File: src/rtl/data_prefill_if.sv
// Valid/ready data transfer bundle shared by producer and consumer sides.
interface data_prefill_if #(
    parameter int unsigned W = 16
) ();
    logic [W-1:0] data;
    logic         valid;
    logic         ready;

    // Producer drives data/valid and observes ready.
    modport master (
        output data,
        output valid,
        input  ready
    );

    // Consumer observes data/valid and drives ready.
    modport slave (
        input  data,
        input  valid,
        output ready
    );
endinterface

File: src/rtl/data_prefill.sv
// data_prefill: emits LEN copies of INIT_VAL after reset, then forwards din
// through a one-entry registered stage so the consumer sees a stream shifted
// by LEN transfers.
module data_prefill #(
    parameter int unsigned      LEN      = 5,
    parameter int unsigned      W_DIN    = 16,
    parameter logic [W_DIN-1:0] INIT_VAL = '0
) (
    input  logic          clk,
    input  logic          rst,
    data_prefill_if.slave  din,
    data_prefill_if.master dout
);

    typedef enum logic {PRIME, PASS} state_t;

    localparam state_t RST_STATE = (LEN == 0) ? PASS : PRIME;

    state_t             state;
    state_t             state_nxt;
    logic               cnt_inc;
    logic               last_tok;
    logic [W_DIN-1:0]   reg_data;
    logic               reg_valid;
    logic               din_xfer;
    logic               dout_xfer;

    assign din_xfer  = din.valid && din.ready;
    assign dout_xfer = dout.valid && dout.ready;

    generate
        if (LEN > 0) begin : g_cnt
            localparam int unsigned   CW   = ($clog2(LEN + 1) > 0) ? $clog2(LEN + 1) : 1;
            localparam logic [CW-1:0] LAST = CW'(LEN - 1);

            logic [CW-1:0] cnt;

            // Prefill token counter; holds on the final token instead of wrapping.
            always_ff @(posedge clk or posedge rst) begin
                if (rst) begin
                    cnt <= '0;
                end else if (cnt_inc) begin
                    cnt <= cnt + CW'(1);
                end
            end

            assign last_tok = (cnt == LAST);
        end else begin : g_nocnt
            assign last_tok = 1'b1;
        end
    endgenerate

    // State register.
    always_ff @(posedge clk or posedge rst) begin
        if (rst) begin
            state <= RST_STATE;
        end else begin
            state <= state_nxt;
        end
    end

    // Next-state and handshake outputs; both valid and ready are forced low during reset.
    always_comb begin
        state_nxt  = state;
        cnt_inc    = 1'b0;
        dout.valid = 1'b0;
        dout.data  = reg_data;
        din.ready  = 1'b0;
        case (state)
            PRIME: begin
                dout.valid = !rst;
                dout.data  = INIT_VAL;
                if (!rst && dout.ready) begin
                    if (last_tok) begin
                        state_nxt = PASS;
                    end else begin
                        cnt_inc = 1'b1;
                    end
                end
            end
            PASS: begin
                dout.valid = reg_valid;
                din.ready  = !rst && (!reg_valid || dout.ready);
            end
            default: begin
                state_nxt = RST_STATE;
            end
        endcase
    end

    // One-entry output stage: a new input wins over a drain in the same cycle.
    always_ff @(posedge clk or posedge rst) begin
        if (rst) begin
            reg_data  <= '0;
            reg_valid <= 1'b0;
        end else if (state == PASS) begin
            if (din_xfer) begin
                reg_data  <= din.data;
                reg_valid <= 1'b1;
            end else if (dout_xfer) begin
                reg_valid <= 1'b0;
            end
        end
    end

endmodule

File: src/flat_wrapper.sv
// flat-port wrapper written by rule: the top's interface ports become plain ports
module data_prefill_flat 
#(
    parameter int unsigned      LEN      = 5,
    parameter int unsigned      W_DIN    = 16,
    parameter logic [W_DIN-1:0] INIT_VAL = '0
)
  (clk, rst, din_data, din_valid, din_ready, dout_data, dout_valid, dout_ready);
  data_prefill_if #(.W(16)) din_i ();
  data_prefill_if #(.W(16)) dout_i ();
  input  logic clk;
  input  logic rst;
  input wire logic [$bits(din_i.data)-1:0] din_data;
  input wire logic [$bits(din_i.valid)-1:0] din_valid;
  output wire logic [$bits(din_i.ready)-1:0] din_ready;
  output wire logic [$bits(dout_i.data)-1:0] dout_data;
  output wire logic [$bits(dout_i.valid)-1:0] dout_valid;
  input wire logic [$bits(dout_i.ready)-1:0] dout_ready;
  assign din_i.data = din_data;
  assign din_i.valid = din_valid;
  assign din_ready = din_i.ready;
  assign dout_data = dout_i.data;
  assign dout_valid = dout_i.valid;
  assign dout_i.ready = dout_ready;
  data_prefill #(.LEN(LEN), .W_DIN(W_DIN), .INIT_VAL(INIT_VAL)) u_core (.clk(clk), .rst(rst), .din(din_i), .dout(dout_i));
endmodule
File: config.mk
export PLATFORM = sky130hd
export DESIGN_NAME = data_prefill_flat
export DESIGN_NICKNAME = d
export VERILOG_FILES = /design/src/rtl/data_prefill_if.sv /design/src/rtl/data_prefill.sv /design/src/flat_wrapper.sv
export SDC_FILE = /design/constraint.sdc
export NUM_CORES = 1
export LEC_CHECK = 0
export ABC_AREA = 1
export CORE_ASPECT_RATIO = 1.5
export CORE_MARGIN = 8
export CORE_UTILIZATION = 30
export CTS_BUF_LIST = sky130_fd_sc_hd__clkbuf_8
export DETAILED_ROUTE_END_ITERATION = 7
export PLACE_DENSITY = 0.6
export SKIP_LAST_GASP = 1
export SLEW_MARGIN = 0
export SYNTH_ARGS = -nofsm -noshare
export SYNTH_HDL_FRONTEND = slang
export SYNTH_SLANG_ARGS = --single-unit
File: constraint.sdc
create_clock -name clk -period 1.1 [get_ports clk]
set_input_delay 0.22 -clock clk [delete_from_list [all_inputs] [get_ports clk]]
set_output_delay 0.22 -clock clk [all_outputs]
set_load 0.01 [all_outputs]
**After elaboration in Yosys (flattened, before gate mapping)**

Cells that the tools add are included.

- Word-level logic and storage cells: 28
- Flip-flop bits (word level): 21
- Input port bits: 20

- Bitwise gates (word level): 1
- Reduce and logical (&&, ||, !) cells: 10
- Add/subtract/negate cells: 1
- Equality and inequality tests: 1
- Mux-type cells: 11

Operators by type and width:

| cell | count |
|---|---|
| $mux 16 | 1 |
| $mux 1 | 9 |
| $logic_and 1x1->1 | 4 |
| $reduce_and 2->1 | 2 |
| $add 3x1->3 const B | 1 |
| $eq 3x3->1 const B | 1 |
| $logic_not 1->1 | 2 |
| $pmux 1 s2 | 1 |
| $reduce_bool 2->1 | 1 |
| $logic_or 1x1->1 | 1 |
| $not 1->1 | 1 |

**Depth between registers and ports, before layout**

Gate-level depths: netlist of the first run.

- Word-level depth: 7
- Mapped depth: 6

**Least setup slack after synthesis of the first run**

OpenSTA, ideal clock, no wires.

- Kind: reg-to-output
- Start: register u_core.reg_valid
- End: output din_ready
- Data arrival time: 0.958 ns
- Cell stages (with the launch flop): 5
- Slack: -0.078 ns
- Cell sequence: dfrtp_1 > nand2_2 > buf_2 > nand2_1 > nor2_1

- Word-level cells in the longest chain between the ends: 4

Ends and longest elaborated chain:

| item | line | source |
|---|---|---|
| from (decl) | data_prefill.sv:24 | `logic reg_valid;` |
| from (signal assigned) | data_prefill.sv:95 | `reg_valid <= 1'b0;` |
| from (signal assigned) | data_prefill.sv:99 | `reg_valid <= 1'b1;` |
| from (signal assigned) | data_prefill.sv:101 | `reg_valid <= 1'b0;` |
| $logic_not 1->1 | data_prefill.sv:83 | `din.ready = !rst && (!reg_valid \|\| dout.ready);` |
| $logic_or 1x1->1 | data_prefill.sv:83 |  |
| $logic_and 1x1->1 | data_prefill.sv:83 |  |
| $mux 1 | data_prefill.sv:69 | `case (state)` |
| to (decl) | flat_wrapper.sv:15 | `output wire logic [$bits(din_i.ready)-1:0] din_ready;` |

Every way passes these cells.

**Worst setup path in the final report of the first run**

- Start: register u_core.state
- End: register u_core.reg_data[10]

- Word-level cells in the longest chain between the ends: 3

Ends and longest elaborated chain:

| item | line | source |
|---|---|---|
| from (decl) | data_prefill.sv:19 | `state_t state;` |
| from (signal assigned) | data_prefill.sv:58 | `state <= state_nxt;` |
| $mux 1 | data_prefill.sv:69 |  |
| $logic_and 1x1->1 | data_prefill.sv:28 | `assign din_xfer = din.valid && din.ready;` |
| $reduce_and 2->1 (no line) * | -- |  |
| to (signal assigned) | data_prefill.sv:98 | `reg_data <= din.data;` |
| to (decl) | data_prefill.sv:23 | `logic [W_DIN-1:0] reg_data;` |

Mark *: on every way between the ends. The rest lies on a longest branch, timed or not.
A chain may end at the register's enable or synchronous reset.

==> impl_metrics.yaml, run 1 <==
synth:
  synth.avg_cell_area_sq_um: 7.54
  synth_top_cell_by_area: "dfrtp_1"
  ys_warn_count: 0
  synth_cell_types: 16
  syn_inst: 144
  ys_ff_latch: 21
  synth_top_area_share_pct: 48.4
  synth.area.top_cells: "dfrtp_1, nand2_1, nand4_1"
  synth_nets: 166
  ys_seq_area_share_pct: 48.4
  synthesis.area_sq_um: 1090
final_layout:
  final_util_pct: 49.1
  fin_nets: 224
  drive_above_1_share_pct: 36.8
  syn2layout_area_growth_pct: 61.8
  diodes: 0
  final_cell_area_sq_um: 1760
route:
  wl_met1_um: 1110
  top_layer_used: "met4"
  vias_per_cell: 4.68
  met2_wirelength_um: 1810
  ant_nets: 0
  wire_per_inst_um: 13.2
  wl_um: 3210
  drcViolationCount: 0
  wl_met3_um: 209
  vias: 1143
  drt_iter0_markers: 37
  first_pass_iters: 4
setup_path:
  crit_arrival_ps: 1530
  crit_path_start_kind: "flip-flop"
  crit_required_ps: 1240
  r2r_cells: 9
  rr_startpoint: "u_core.state$_DFF_PP0_"
  cp_max_fo: 8
  cp-end-kind: "flip-flop"
  reg2reg_to: "u_core.reg_data[10]$_DFFE_PP0P_"
  rrSetupSlack_ps: -290
  timing.setup.critical_path_class: "reg2reg"
sta:
  fin_crit_sh_pct: 127
  rsz0062_at_grt: "true"
  fin_skew_ps: 1.62
  fin_setup_tns_ps: -8880
  worstMarginPinSlew_ps: 396
  finalHoldViolCount: 0
  slew_violations: 0
  worst_slack_ps: -294
  slew_headroom_pct: 73.5
  min_period_ps: 1390
  setup_viol: 39
  clock.fmax_ghz: 0.717
floorplanning:
  initial_core_util_pct: 30.3
  die_x_um: 65.1
  io_pins: 38
  core-area_sq_um: 3580
  num_rows: 27
  dieArea_sq_um: 5840
  die_y_um: 89.7
global_routing:
  grt-ovfl-total: 0
  grt_pass1_wl_um: 5280
  grt_pass1_vias: 1166
  grt.total_usage_pct: 11.5
  grt_max_degree: 22
  antenna_found_initial: 0
pwr:
  p_per_area_nw_per_um2: 1130
  p_leak_uw: 0.000973
  p_seq_share_pct: 47.2
  p_sw_uw: 589
  combPwrFrac_pct: 29.1
  ir_drop_mv: 0.801
  internal_power_uw: 1400
  p_total_uw: 1990
  power_frac_clock_pct: 23.7
  p_sw_share_pct: 29.6
cts:
  clk_pin_slew_ps: 70
  clockBufferDepth: 2
  clock-root-buffer: "clkbuf_8"
  postCtsHoldBufs: 0
  cts_buffers: 3
  clk_latency_ps: 250
  cts_sinks: 21
  cts_tree: "done"
  htree_levels: 1
placed_design:
  place_area_sq_um: 1590
  io_buffers: 37
  gp_routability_congestion: 0.748
  dpl.hpwl_um: 2170
worst_hold_path:
  hold_class: "reg2reg"
  min_delay_path_depth: 2
  hold_end: "u_core.reg_data[7]$_DFFE_PP0P_"
  worstHoldStart: "u_core.reg_data[7]$_DFFE_PP0P_"
outcome:
  failed_checks: "setup timing"
  status: "finished, violations left"
flow_run:
  maxCapViolCount: 0
state kept, by name (all words and copies together), names as in the netlist:
register and cells:
u_core.reg_valid 1, u_core.g_cnt.cnt 3, u_core.state 1, u_core.reg_data 16
cell usage in the layout, fill, tap and decap left out, types with 3 or more instances in the layout:
master,Yosys,routed
nand4_1,16,16
clkdlybuf4s50_1,0,18
buf_4,1,14
inv_1,20,19
nand3_4,1,3
nand2_1,62,45
inv_2,3,4
nand3_1,4,3
buf_6,0,7
clkbuf_8,0,3
nand2_2,1,16
buf_2,4,16
dfrtp_1,21,20
synth_stat cells, drive strengths merged:
master	n
inv	23
o21ai	3
dfrtp	21
nand4	16
nor2	4
clkbuf	2
nand3	5
buf	5
ha	2
nand2	63
what timing repair did:
item | CTS | global route
pin swaps | 9 | 6
setup endpoints to repair | 39 | 39
cloned | 4 | 0
gates resized for setup | 91 | 20
setup buffers | 5 | 3
worst max path at each step:
stage / slack [ps] / depth (start not counted) / endpoint / start
floorplan: 1 / 2 / dout_valid / u_core.state$_DFF_PP0_
global placement: -600 / 6 / din_ready / dout_ready
detailed placement: -610 / 6 / din_ready / dout_ready
CTS: -270 / 5 / dout_data[1] / u_core.state$_DFF_PP0_
global route: -360 / 9 / u_core.reg_data[10]$_DFFE_PP0P_ / u_core.state$_DFF_PP0_
finish: -290 / 9 / u_core.reg_data[10]$_DFFE_PP0P_ / u_core.state$_DFF_PP0_
power groups by stage:
stage / combinational, uW / clock [uW] / sequential, uW
floorplan: 275 / 0 / 923
global placement: 604 / 0 / 932
detailed placement: 607 / 0 / 938
CTS: 560 / 493 / 928
global route: 649 / 509 / 951
finish: 579 / 472 / 940
cells by family after synthesis:
family                     after synthesis  share of synthesized area [%]
adders and majority gates                2                           2.30
buffers and inverters                   30                           11.2
AOI/OAI and AO/OA                        3                           1.38
DFF                                     21                           48.4
and+or+nand+nor                         88                           36.8
per-stage QoR:
step	instances	hold slack, ps	worst slack, ps
2_1_floorplan	144	82.8	1.33
3_3_place_gp	230	455	-603
3_5_place_dp	230	458	-609
4_1_cts	243	478	-270
5_1_grt	244	503	-363
6_report	244	475	-294
worst max-delay path, cell delays in order, from the launching register on:
cell and delay (ps):
dfrtp_2 370, buf_6 110, buf_6 110, buf_6 100, inv_4 30, nor2_4 150
buf_4 140, nand3_4 110, nand2_2 100, nand2_1 60
layout make-up:
type | count | area, sq um
Fill cell | 379 | 1820
Multi-Input combinational cell | 95 | 542
Sequential cell | 21 | 527
Timing Repair Buffer | 58 | 500
Inverter | 23 | 88.8
Tap cell | 43 | 53.8
Clock buffer | 3 | 41.3
Clock inverter | 1 | 3.75
per-layer routing:
layer	vias up	global-route usage, %
li1	563	-
met1	539	12.4
met2	35	21.2
met3	6	1.49
met4	0	6.57
met5	-	0
Power figures use the tool's default switching activity.
==> run 2: changes to the inputs <==
--- a/config.mk
+++ b/config.mk
@@ -6,7 +6,7 @@
 export NUM_CORES = 1
 export LEC_CHECK = 0
 export ABC_AREA = 1
-export CORE_ASPECT_RATIO = 1.5
+export CORE_ASPECT_RATIO = 1.2
 export CORE_MARGIN = 8
 export CORE_UTILIZATION = 30
 export CTS_BUF_LIST = sky130_fd_sc_hd__clkbuf_8
==> run 2 against run 1 <==
- the run still ends with setup timing left
- sequential share of layout area about the same
- cell count fell by 0.41%
- global-route usage rose by 0.26 points
- clock skew is 5.1 ps higher
- routed wire length increased by 6.8%
- highest routed layer unchanged
- largest power group unchanged
- non-clock buffer count is 3 higher
- critical path depth shrank 1
- cell area shrank 0.14%
- flip-flop and latch count did not move
- fmax is 7.2% higher
- first-iteration DRC count is 38% higher
- hold slack worse by 250 ps
==> impl_metrics.yaml, run 2 (synthesized netlist as in run 1, its figures left out) <==
final_layout:
  regMostFlops: "u_core.reg_data"
  multi_input_area_sq_um: 539
  fillers: 357
  largest_reg_flops: 16
  regArea_sq_um: 527
  final_common_cell: "nand2_1"
  diodes: 0
  reg_top3: "u_core.reg_data x16, u_core.g_cnt.cnt x3"
  syn2layout_area_growth_pct: 61.5
  drive_above_1_share_pct: 34.3
  fin_nets: 227
  final_cell_mix: "nand2_1, inv_1, dfrtp_1, buf_2, clkdlybuf4s50_1"
  final_util_pct: 49.5
cts:
  clk_pin_slew_ps: 80
  clock-root-buffer: "clkbuf_8"
  clockBufferDepth: 2
  htree_levels: 1
  cts_sinks: 21
  cts_buffers: 3
  cts_tree: "done"
  postCtsHoldBufs: 0
  clk_latency_ps: 250
setup_path:
  crit_required_ps: 1240
  timing.setup.critical_path_class: "reg2reg"
  path_common_cell: "buf_6"
  path_delay_family: "buffers and inverters"
  cp_max_fo: 5
  cp-end-kind: "flip-flop"
  crit_arrival_ps: 1440
  rr_startpoint: "u_core.state$_DFF_PP0_"
  path_cells: "buf_6 > buf_6 > inv_6 > nor2_4 > buf_6 > nand3_4 > nand2_1 > nand2_1"
  cp.depth: 8
  critical-path-max-stage-delay_ps: 390
  slowest_stage: "dfrtp_2"
  crit_buf_inv: 4
  crit_path_start_kind: "flip-flop"
  r2r_cells: 8
  crit_start: "u_core.state$_DFF_PP0_"
sta:
  rsz0062_at_grt: "true"
  setup_viol: 39
  fin_crit_sh_pct: 118
  fin_skew_ps: 6.68
  worstMarginPinSlew_ps: 371
  min_period_ps: 1300
  finalHoldViolCount: 0
  slew_violations: 0
  hold_slack_ps: 227
  worst_slack_ps: -201
  clock.fmax_ghz: 0.769
  fin_setup_tns_ps: -6880
  slew_headroom_pct: 75.2
route:
  vias: 1170
  drcViolationCount: 0
  vias_per_cell: 4.81
  drt_iter0_markers: 51
  ant_nets: 0
  first_pass_iters: 4
  wire_per_inst_um: 14.1
  wl_um: 3430
floorplanning:
  dieArea_sq_um: 5810
  num_rows: 24
  io_pins: 38
  initial_core_util_pct: 30.6
  core-area_sq_um: 3540
  die_x_um: 70.9
  die_y_um: 81.9
pwr:
  p_sw_share_pct: 30.0
  power_frac_clock_pct: 24.8
  combPwrFrac_pct: 28.0
  internal_power_uw: 1370
  p_leak_uw: 0.000990
  p_sw_uw: 589
  p_seq_share_pct: 47.2
  p_per_area_nw_per_um2: 1120
  ir_drop_mv: 0.610
placed_design:
  dpl.hpwl_um: 2260
  io_buffers: 37
  gp_routability_congestion: 0.702
global_routing:
  grt_use_met2_pct: 23.9
  antenna_found_initial: 0
  gr-max-usage-layer: "met2"
  grt_max_degree: 22
  grt-ovfl-total: 0
  grt_util_met1_pct: 12.1
  grt_pass1_wl_um: 5590
  grt_pass1_vias: 1232
  grt.total_usage_pct: 11.8
  met3_usage_pct: 1.95
outcome:
  failed_checks: "setup timing"
  status: "finished, violations left"
flow_run:
  maxCapViolCount: 0
worst_hold_path:
  hold_class: "in2async"
## run 2: cell count changes in the layout (fill, tap and decap cells not counted), sizes merged
cell / previous run / this run
dlymetal6s2s: 0 / 1
buf: 39 / 42
clkdlybuf4s50: 18 / 17
## run 2: cell type report
class	count	share of cell area, %
clock inverters	1	0.214
repair buffers	61	28.7
multi-input cells	95	30.7
well taps	39	2.78
flip-flops and latches	21	30.0
inverters	23	5.21
clock buffers	3	2.35
## run 2: per-layer routing
layer	vias up	part of all wire (%)
li1	573	-
met1	563	37
met2	28	58
met3	6	2.9
met4	0	2.1
met5	-	0
## run 2: worst paths after layout
path                                                         to  slack, ps
worst max-delay path            u_core.reg_data[12]$_DFFE_PP0P_       -200
worst min-delay path             u_core.reg_data[0]$_DFFE_PP0P_        230
worst max register to register  u_core.reg_data[12]$_DFFE_PP0P_       -200
worst min register to register  u_core.reg_data[14]$_DFFE_PP0P_        480
max in group asynchronous                u_core.state$_DFF_PP0_        640
min in group clk                u_core.reg_data[14]$_DFFE_PP0P_        480
## run 2: power by group through the flow
stage | logic, uW | registers, uW | clock network [uW]
finish | 550 | 926 | 487
CTS | 551 | 924 | 495
global placement | 604 | 932 | 0
floorplan | 275 | 923 | 0
global route | 620 | 938 | 534
detailed placement | 607 | 937 | 0
## run 2: worst min-delay path, cell delays in order
cell and delay, ps:
dlymetal6s2s_1 160, buf_4 170, inv_2 50, buf_4 270
## run 2: timing repair
| action | 4_1_cts | 5_1_grt |
|---|---|---|
| setup buffers | 9 | 3 |
| hold endpoints to repair | 0 | 0 |
| resized for setup | 98 | 13 |
| pin swaps | 14 | 10 |
| endpoints found under the setup margin | 38 | 39 |
| gates cloned | 3 | 0 |
## run 2: per-stage QoR
step | std cells | power, uW | instance area [sq um] | setup slack [ps]
finish | 243 | 1960 | 1750 | -201
global route | 243 | 2090 | 1750 | -285
CTS | 242 | 1970 | 1710 | -199
detailed placement | 228 | 1540 | 1600 | -631
global placement | 228 | 1540 | 1600 | -595
floorplan | 144 | 1200 | 1100 | 1.33
==> run 3: changes to the inputs <==
--- a/config.mk
+++ b/config.mk
@@ -8,12 +8,12 @@
 export ABC_AREA = 1
 export CORE_ASPECT_RATIO = 1.2
 export CORE_MARGIN = 8
-export CORE_UTILIZATION = 30
+export CORE_UTILIZATION = 41
 export CTS_BUF_LIST = sky130_fd_sc_hd__clkbuf_8
 export DETAILED_ROUTE_END_ITERATION = 7
-export PLACE_DENSITY = 0.6
+export PLACE_DENSITY = 0.78
 export SKIP_LAST_GASP = 1
-export SLEW_MARGIN = 0
+export SLEW_MARGIN = 20
 export SYNTH_ARGS = -nofsm -noshare
 export SYNTH_HDL_FRONTEND = slang
 export SYNTH_SLANG_ARGS = --single-unit
==> run 3 against run 2 <==
- the flow still finishes with violations (setup timing)
- worst setup slack lost 110 ps
- total power rose by 9.3%
- die area down 22%
- clock skew fell by 5.4 ps
- critical endpoint is now din_ready
==> impl_metrics.yaml, run 3 (synthesized netlist as in run 1, its figures left out) <==
route:
  wl_um: 3690
  drt_iter0_markers: 49
  first_pass_iters: 4
  vias: 1192
  vias_per_cell: 5.03
  ant_nets: 0
  wire_per_inst_um: 15.6
  drcViolationCount: 0
final_layout:
  syn2layout_area_growth_pct: 72.0
  final_cell_area_sq_um: 1870
  final_cell_mix: "nand2_1, nand2_2, buf_6, dfrtp_1, clkdlybuf4s50_1"
  reg_top3: "u_core.reg_data x16, u_core.g_cnt.cnt x3"
  largest_reg_flops: 16
  fin_nets: 227
  drive_above_1_share_pct: 48.5
  final_common_cell: "nand2_1"
  regMostFlops: "u_core.reg_data"
  diodes: 0
global_routing:
  grt_use_met2_pct: 26.8
  grt_util_met1_pct: 17.8
  met3_usage_pct: 3.70
  grt_pass1_vias: 1158
  grt_pass1_wl_um: 5660
  grt_max_degree: 22
  grt-ovfl-total: 0
  gr-max-usage-layer: "met2"
  antenna_found_initial: 0
  grt.total_usage_pct: 15.2
sta:
  rsz0062_at_grt: "true"
  worst_slack_ps: -310
  min_period_ps: 1410
  worstMarginPinSlew_ps: 378
  slew_headroom_pct: 74.7
  setup_viol: 38
  fin_skew_ps: 1.28
  finalHoldViolCount: 0
  clock.fmax_ghz: 0.709
  fin_crit_sh_pct: 128
  slew_violations: 0
cts:
  postCtsHoldBufs: 0
  cts_sinks: 21
  htree_levels: 1
  cts_tree: "done"
  cts_buffers: 3
  clockBufferDepth: 2
  clk_pin_slew_ps: 70
  clock-root-buffer: "clkbuf_8"
  clk_latency_ps: 260
outcome:
  status: "finished, violations left"
  failed_checks: "setup timing"
placed_design:
  io_buffers: 37
  gp_routability_congestion: 0.737
  place_area_sq_um: 1580
  pre_cts_slack_ps: -611
  dpl.hpwl_um: 2250
setup_path:
  path_delay_family: "flip-flops"
  critical-path-max-stage-delay_ps: 470
  crit_required_ps: 880
  timing.setup.critical_path_class: "reg2out"
  crit_arrival_ps: 1190
  cp_max_fo: 5
  cp-end-kind: "output port"
  crit_buf_inv: 3
  crit_path_start_kind: "flip-flop"
  path_cells: "buf_6 > buf_6 > nand2_2 > nor2_2 > buf_2"
  path_common_cell: "buf_6"
  slowest_stage: "dfrtp_2"
floorplanning:
  core-area_sq_um: 2530
  initial_core_util_pct: 43.0
  dieArea_sq_um: 4560
  num_rows: 20
  die_x_um: 63.0
  io_pins: 38
  die_y_um: 72.4
pwr:
  p_per_area_nw_per_um2: 1150
  p_leak_uw: 0.000985
  ir_drop_mv: 0.899
worst_hold_path:
  hold_class: "in2async"
flow_run:
  maxCapViolCount: 0
[run 3: changes by cell type in the layout (fill, tap and decap cells not counted), sizes merged]
cell / before / now
clkdlybuf4s50: 17 / 18
dlymetal6s2s: 1 / 0
[run 3: per-stage QoR]
stage	hold WS [ps]	total power [uW]	instances	utilization [%]	setup TNS, ps
floorplan	82.8	1200	144	-	0
global placement	455	1530	222	62.6	-15430
detailed placement	458	1550	222	62.6	-16190
CTS	325	1970	234	65.5	-6290
global route	353	2260	237	73.9	-9560
finish	327	2140	237	73.9	-7740
[run 3: path summary, 6_finish.rpt]
check                                                  end                       startpoint  depth (start not counted)  slack [ps]
max                                              din_ready           u_core.state$_DFF_PP0_                          5        -310
max reg2reg                 u_core.reg_data[1]$_DFFE_PP0P_           u_core.state$_DFF_PP0_                          7        -240
max in group asynchronous           u_core.state$_DFF_PP0_                              rst                          4         540
min in group clk           u_core.reg_data[13]$_DFFE_PP0P_  u_core.reg_data[13]$_DFFE_PP0P_                          2         500
min                         u_core.reg_data[7]$_DFFE_PP0P_                              rst                          4         330
min reg2reg                u_core.reg_data[13]$_DFFE_PP0P_  u_core.reg_data[13]$_DFFE_PP0P_                          2         500
[run 3: what timing repair did]
action                                  CTS  global route
endpoints found under the setup margin   38            39
buffers inserted                          5             3
pin swaps                                 9            11
gates resized for setup                  91            59
cloned                                    3             0
hold endpoints to repair                  0             0
[run 3: cell type report]
class                   instances  area [sq um]
multi-input cells              95           609
fillers                       181           659
repair buffers                 61           559
clock inverters                 1          3.75
flip-flops and latches         21           527
clock buffers                   3          41.3
inverters                      23          86.3
well taps                      33          41.3
[run 3: worst min-delay path, cell delays in order]
cell and delay, ps:
dlygate4sd2_1 260, buf_4 160, inv_2 50, buf_4 280
[run 3: metal layers]
layer	wire [um]	vias up	share of wire, %
met5	0	-	0
met4	87	0	2.4
met3	241	8	6.5
met2	1870	58	51
met1	1490	556	40
li1	-	570	-
[run 3: where the power goes]
group	leakage [uW]	switching (uW)	internal, uW
clock	0.0000269	239	248
sequential	0.000261	93.4	869
combinational	0.000697	328	367
